## src/rtl/dport_ctrl.sv

```systemverilog
// dport_ctrl: memory-mapped byte FIFO that feeds a valid/ready data port.
// Status/count readback and a done flag that waits for the FIFO to drain.
module dport_ctrl #(
  parameter int unsigned DEPTH  = 8,
  parameter logic [1:0]  WINDOW = 2'b01
) (
  input  logic        clk,
  input  logic        rst,
  input  logic [15:0] addr,
  input  logic [7:0]  data_in,
  input  logic        we,
  output logic        cs,
  output logic [7:0]  data_out,
  output logic [7:0]  dport_out,
  output logic        dport_write,
  input  logic        dport_ready,
  output logic        done
);

  localparam int unsigned AW = (DEPTH > 1) ? $clog2(DEPTH) : 1;
  localparam int unsigned CW = AW + 1;

  typedef enum logic [1:0] {
    REG_DATA   = 2'd0,
    REG_STATUS = 2'd1,
    REG_DONE   = 2'd2,
    REG_COUNT  = 2'd3
  } reg_e;

  logic [AW-1:0] wr_ptr_q, wr_ptr_d;
  logic [AW-1:0] rd_ptr_q, rd_ptr_d;
  logic [CW-1:0] count_q, count_d;
  logic          overflow_q, overflow_d;
  logic          done_req_q, done_req_d;
  logic          done_q, done_d;
  logic [7:0]    data_out_q, data_out_d;
  logic [7:0]    mem_q [DEPTH];

  reg_e reg_sel;
  logic wr_hit;
  logic empty;
  logic full;
  logic pop;
  logic push;
  logic accept;
  logic drop;
  logic ovf_clr;
  logic unused_addr;

  assign unused_addr = ^addr[13:2];

  assign cs      = (addr[15:14] == WINDOW);
  assign reg_sel = reg_e'(addr[1:0]);
  assign wr_hit  = we & cs;
  assign empty   = (count_q == '0);
  assign full    = (count_q == CW'(DEPTH));
  assign pop     = ~empty & dport_ready;
  assign push    = wr_hit & (reg_sel == REG_DATA);
  // A full FIFO still takes the byte when the head leaves in the same cycle.
  assign accept  = push & (~full | pop);
  assign drop    = push & full & ~pop;
  assign ovf_clr = wr_hit & (reg_sel == REG_STATUS) & data_in[2];

  always_comb begin
    wr_ptr_d = wr_ptr_q;
    rd_ptr_d = rd_ptr_q;
    count_d  = count_q;
    if (accept) wr_ptr_d = wr_ptr_q + AW'(1);
    if (pop)    rd_ptr_d = rd_ptr_q + AW'(1);
    unique case ({accept, pop})
      2'b10:   count_d = count_q + CW'(1);
      2'b01:   count_d = count_q - CW'(1);
      default: count_d = count_q;
    endcase
  end

  // Set wins over clear when both land in one cycle.
  always_comb begin
    overflow_d = overflow_q;
    if (ovf_clr) overflow_d = 1'b0;
    if (drop)    overflow_d = 1'b1;
  end

  always_comb begin
    done_req_d = done_req_q | (wr_hit & (reg_sel == REG_DONE));
    done_d     = done_req_q & empty;
  end

  always_comb begin
    data_out_d = 8'h00;
    unique case (reg_sel)
      REG_STATUS: data_out_d = {4'b0, done_req_q, overflow_q, full, empty};
      REG_COUNT:  data_out_d = 8'(count_q);
      default:    data_out_d = 8'h00;
    endcase
  end

  always_ff @(posedge clk or posedge rst) begin
    if (rst) begin
      wr_ptr_q   <= '0;
      rd_ptr_q   <= '0;
      count_q    <= '0;
      overflow_q <= 1'b0;
      done_req_q <= 1'b0;
      done_q     <= 1'b0;
      data_out_q <= 8'h00;
    end else begin
      wr_ptr_q   <= wr_ptr_d;
      rd_ptr_q   <= rd_ptr_d;
      count_q    <= count_d;
      overflow_q <= overflow_d;
      done_req_q <= done_req_d;
      done_q     <= done_d;
      data_out_q <= data_out_d;
    end
  end

  // Storage needs no reset; dport_out is masked while empty.
  always_ff @(posedge clk) begin
    if (accept) mem_q[wr_ptr_q] <= data_in;
  end

  assign dport_write = ~empty;
  assign dport_out   = empty ? 8'h00 : mem_q[rd_ptr_q];
  assign data_out    = data_out_q;
  assign done        = done_q;

endmodule

```

## config.mk

```make
export PLATFORM = sky130hd
export DESIGN_NAME = dport_ctrl
export DESIGN_NICKNAME = d
export VERILOG_FILES = /design/src/rtl/dport_ctrl.sv
export SDC_FILE = /design/constraint.sdc
export NUM_CORES = 1
export LEC_CHECK = 0
export ABC_AREA = 1
export CAP_MARGIN = 20
export CORE_ASPECT_RATIO = 1.2
export CORE_MARGIN = 4
export CORE_UTILIZATION = 23
export DETAILED_ROUTE_END_ITERATION = 8
export SETUP_SLACK_MARGIN = 0.15
export SLEW_MARGIN = 20
export SYNTH_ARGS = -nofsm -noshare
export SYNTH_HDL_FRONTEND = slang
export SYNTH_SLANG_ARGS = --single-unit
```

## constraint.sdc

```tcl
create_clock -name clk -period 2 [get_ports clk]
set_input_delay 0.2 -clock clk [delete_from_list [all_inputs] [get_ports clk]]
set_output_delay 0.2 -clock clk [all_outputs]
set_load 0.02 [all_outputs]
```

==> results.json, run 1 <==
{
  "die_w_um": 119,
  "fin_worst_skew_ps": 8.94,
  "tightest_slew_ps": 662,
  "wl_per_cell_um": 13.7,
  "htreeDepth": 3,
  "p_leak_nw": 1.79,
  "ys_seq_area_share_pct": 68.4,
  "yosys.area.top_type": "edfxtp_1",
  "dieArea_um2": 16900,
  "grt_antenna_before_repair": 0,
  "first_global_vias": 2459,
  "grtUsageTotal_pct": 9.58,
  "synth_area_leaders": "edfxtp_1 (56%), dfrtp_1 (12%), o21ai_0 (6.3%), nor2_1 (5.8%), nand2_1 (2.8%)",
  "min_period_ps": 1930,
  "cts_hold_buffers": 0,
  "critPathLaunchType": "register",
  "arrival_ps": 1730,
  "vias": 2459,
  "synth.avg_cell_area_um2": 11.5,
  "crit_path_max_fanout": 8,
  "maxSlewHeadroom_pct": 55.8,
  "fin_ws_ps": 65.9,
  "grt_max_degree": 20,
  "rows": 48,
  "vdd_drop_max_v": 0.000503,
  "p_int_mw": 4.18,
  "start_util_pct": 23.6,
  "placed_area_um2": 4300,
  "ys_seq_elements": 81,
  "grt_pass1_wl_um": 12600,
  "outcome": "finished, final reports clean",
  "final_common_cell": "edfxtp_1",
  "fin_crit_sh_pct": 96.7,
  "final_layout_size_suffix_gt1_share_pct": 27.9,
  "switching_share_pct": 36.0,
  "stdcell_area_um2": 4730,
  "setup_viol": 0,
  "hold_viol": 0,
  "grt-ovfl-total": 0,
  "ys_warn_count": 0,
  "min_path_type": "in -> async",
  "num_io_pins": 47,
  "cts_tree": "built",
  "fp.dieH_um": 142,
  "power_density_nw_per_um2": 1380,
  "end_kind": "primary output",
  "final_cell_mix": "edfxtp_1 (64), nor2_1 (47), buf_4 (47)",
  "r2r_cells": 12,
  "comb_power_share_pct": 45.2,
  "core_um2": 14500,
  "syn-cell-area_um2": 3430,
  "ant_nets": 0,
  "clkTransAtPathRegs_ps": 60,
  "seq_power_share_pct": 32.0,
  "synth_top_area_share_pct": 56.0,
  "drc": 0,
  "clockBufferDepth": 2,
  "drt_first_pass_iters": 4,
  "clock-sinks": 81,
  "p_sw_mw": 2.35,
  "cap_violations": 0,
  "place_ws_ps": -87.9,
  "nets": 409,
  "dpl.hpwl_um": 5400,
  "layout-area-overhead-vs-synth_pct": 37.9,
  "wirelength_um": 7970,
  "netlist_instances": 298,
  "gp_congestion": 0.830,
  "rsz0062_at_grt": "yes",
  "fillers": 1493,
  "cp.required_ps": 1800,
  "via_per_inst": 4.22,
  "p_clk_share_pct": 22.8,
  "root_buffer": "clkbuf_16",
  "antennaDiodeCount": 0,
  "clk_latency_ps": 330,
  "max_freq_ghz": 0.517,
  "path_class": "reg -> out",
  "cts_made_buffers": 9,
  "drv_slew": 0,
  "drt-initial-drc-count": 144,
  "numPortBuffers": 30,
  "synth_cell_type_count": 29
}
metal layers:
metal / vias to the layer above / track usage (%) / wire (µm)
met4: 0 / 2.77 / 123
met1: 1171 / 11.7 / 3340
met2: 73 / 16.2 / 3960
met5: - / 0 / 0
li1: 1200 / - / -
met3: 15 / 3.15 / 553
metrics by stage:
step                      hold WS (ps)  util, %  setup TNS (ps)  total power, mW  std cells
after floorplan                    126        -           -2130             3.50        301
after global placement             454     29.6            -262             4.74        561
after detailed placement           454     29.6           -1130             4.78        561
after CTS                          293     31.4               0             6.24        578
after global routing               340     32.5           -77.2             6.97        583
final                              258     32.5               0             6.53        583
sequential cells by signal, summed over array words and instances, names as in the netlist:
register    cells
done_req_q      1
data_out        4
overflow_q      1
done            1
count_q         4
mem_q          64
wr_ptr_q        3
rd_ptr_q        3
synth_stat cells:
library cell and n:
xor2_1 5, nand3_1 2, conb_1 1, a31oi_1 8, buf_4 4, clkbuf_1 11
inv_2 1, nand2_4 1, a22oi_1 1, inv_1 21, nor3b_1 1, o22ai_1 13
nor2_2 2, clkinv_1 1, a21oi_4 1, or2_1 1, ha_1 3, nand2_2 2
nand4_1 1, dfrtp_1 17, nand2_1 26, nand3_2 4, nor3_1 8, o31ai_1 1
nor2_4 1, nor2_1 53, edfxtp_1 64, o21bai_1 1, o21ai_0 43
critical path: stages, from the launching register on:
cell and delay (ps):
dfrtp_2 450, inv_4 110, buf_12 140, nor2_2 40
o22ai_2 160, o21ai_1 90, a31oi_1 220, buf_4 190
power by group through the flow:
stage | logic [mW] | registers, mW | clock network, mW
2_1_floorplan | 1.37 | 2.13 | 0
3_3_place_gp | 2.66 | 2.08 | 0
3_5_place_dp | 2.69 | 2.09 | 0
4_1_cts | 2.66 | 2.06 | 1.52
5_1_grt | 3.26 | 2.11 | 1.60
6_report | 2.95 | 2.09 | 1.49
cell families after synthesis:
group / Yosys count / share of synthesized area (%)
fa+ha+maj: 3 / 1.09
simple gates: 102 / 13.2
xor+xnor: 5 / 1.28
compound gates: 68 / 11.2
other cells: 1 / 0.109
flops: 81 / 68.4
buf+inv: 38 / 4.60
layout make-up:
cell class                      instances  area (µm²)  area share, %
Clock inverter                          6        42.5          0.900
Multi-Input combinational cell        182        1010           21.4
Timing Repair Buffer                   81         756           16.0
Inverter                               23        88.8           1.88
Sequential cell                        81        2350           49.7
Tap cell                              200         250           5.29
Clock buffer                           10         229           4.84
what timing repair did:
action | CTS | global route
setup endpoints to repair | 9 | 44
setup buffers | 1 | 4
resized for setup | 53 | 49
pin swaps | 0 | 20
cloned | 0 | 1
final timing paths:
kind | startpoint | end | slack, ps
max | rd_ptr_q[0] | dport_out[0] | 70
min | rst | data_out[2] | 260
max reg2reg | count_q[0] | count_q[2] | 290
min reg2reg | done_req_q | done_req_q | 470
max in group asynchronous | rst | rd_ptr_q[0] | 1280
min in group clk | done_req_q | done_req_q | 470
(Power assumes the default switching activity.)
==> run 2, diff against run 1 <==
Settings changed: GPL_TIMING_DRIVEN set to 0.
==> run 2 against run 1 <==
- the run now ends with setup timing left
- setup slack worse by 120 ps
- total power up 2.3%
- critical path type unchanged
- sequential power up 3%
- critical endpoint unchanged
- combinational power down 9.5%
==> results.json, run 2 (same netlist as run 1, synthesis figures left out) <==
{
  "outcome": "complete, but fails checks",
  "violations": "setup timing",
  "cap_violations": 0,
  "path_class": "reg -> out",
  "stdcell_area_um2": 4790,
  "setup_viol": 5,
  "top_layer": "met4",
  "largest_reg_flops": 64,
  "min_path_type": "in -> async",
  "dpl.hpwl_um": 5360,
  "die_w_um": 119,
  "min_period_ps": 2060,
  "hold_viol": 0,
  "gp_congestion": 0.820,
  "vdd_drop_max_v": 0.000540,
  "regMostFlops": "mem_q",
  "ant_nets": 0,
  "layout-area-overhead-vs-synth_pct": 39.7,
  "antennaDiodeCount": 0,
  "end_kind": "primary output",
  "wl_met1_um": 3560,
  "clock-sinks": 81,
  "num_io_pins": 47,
  "cts_made_buffers": 9,
  "cts_tree": "built",
  "placed_area_um2": 4030,
  "clkTransAtPathRegs_ps": 60,
  "rows": 48,
  "grt_antenna_before_repair": 0,
  "final_common_cell": "edfxtp_1",
  "grt-ovfl-total": 0,
  "grt_max_degree": 18,
  "start_util_pct": 23.6,
  "p_leak_nw": 1.81,
  "maxSlewHeadroom_pct": 53.0,
  "htreeDepth": 3,
  "r2r_setup_slack_ps": 250,
  "clk_latency_ps": 340,
  "cp.required_ps": 1800,
  "dieArea_um2": 16900,
  "fin_worst_skew_ps": 7.74,
  "crit_path_max_fanout": 6,
  "r2r_end": "mem_q[6][1]",
  "final_core_utilization_pct": 33.0,
  "cts_hold_buffers": 0,
  "fin_crit_sh_pct": 103,
  "max_freq_ghz": 0.486,
  "via_per_inst": 4.28,
  "wirelength_um": 8350,
  "timing.rr.start": "count_q[2]",
  "route.met2.wl_um": 4180,
  "arrival_ps": 1860,
  "drt-initial-drc-count": 155,
  "crit_end": "dport_out[0]",
  "vias": 2431,
  "grt_pass1_wl_um": 13000,
  "r2r_cells": 6,
  "power_density_nw_per_um2": 1390,
  "final_layout_size_suffix_gt1_share_pct": 26.4,
  "critPathLaunchType": "register",
  "p_total_mw": 6.68,
  "crit_path_start": "rd_ptr_q[0]",
  "tightest_slew_ps": 704,
  "final_cell_mix": "edfxtp_1 (64), nor2_1 (50), o21ai_0 (29)",
  "fin_ws_ps": -59.0,
  "drv_slew": 0,
  "grtUsageTotal_pct": 10.1,
  "clockBufferDepth": 2,
  "numPortBuffers": 30,
  "nets": 394,
  "wl_per_cell_um": 14.7,
  "fp.dieH_um": 142,
  "root_buffer": "clkbuf_16",
  "dr_wl_met3_um": 444,
  "core_um2": 14500,
  "drc": 0,
  "first_global_vias": 2503,
  "rsz0062_at_grt": "yes",
  "drt_first_pass_iters": 4
}
run 2: worst min path at each step:
stage,from,to,slack (ps),cells after the start
2_1_floorplan,rst,count_q[0],130,1
3_3_place_gp,done_req_q,done_req_q,460,2
3_5_place_dp,done_req_q,done_req_q,460,2
4_1_cts,rst,rd_ptr_q[1],300,2
5_1_grt,rst,rd_ptr_q[1],340,2
6_report,rst,data_out[1],280,2
run 2: what timing repair did:
item / 4_1_cts / 5_1_grt
setup buffers: 17 / 4
endpoints found under the setup margin: 74 / 74
gates cloned: 0 / 0
resized for setup: 103 / 29
pin swaps: 15 / 13
run 2: stage by stage:
step | hold WS (ps) | setup TNS (ps) | cells | setup WS, ps
2_1_floorplan | 126 | -2130 | 301 | -62.9
3_3_place_gp | 456 | -55600 | 531 | -857
3_5_place_dp | 461 | -39130 | 531 | -869
4_1_cts | 305 | -584 | 564 | -99.8
5_1_grt | 342 | -887 | 568 | -130
6_report | 276 | -146 | 568 | -59.0
run 2: layout make-up:
cell class / count / area (µm²)
clock inverter: 6 / 97.6
timing repair buffer: 51 / 515
inverter: 23 / 96.3
buffer: 15 / 146
fill: 1468 / 9740
clock buffer: 10 / 239
sequential: 81 / 2350
multi-input combinational: 182 / 1100
tap: 200 / 250
run 2: where the power goes:
group	internal [mW]	switching, mW	leakage [nW]
clock network	1.15	0.701	0.166
logic	1.10	1.57	0.871
registers	1.96	0.197	0.775
run 2: routing by layer:
| metal | vias up | track usage, % |
|---|---|---|
| li1 | 1178 | - |
| met2 | 63 | 17.9 |
| met3 | 12 | 2.95 |
| met5 | - | 0 |
| met1 | 1178 | 11.7 |
| met4 | 0 | 3.26 |
run 2: worst max-delay path, cell delays in order (launching register included):
cell	delay (ps)
dfrtp_1	400
buf_8	150
inv_8	60
buf_8	110
buf_4	100
nor2_2	30
o22ai_2	180
o21ai_1	100
a31oi_1	200
buf_4	190
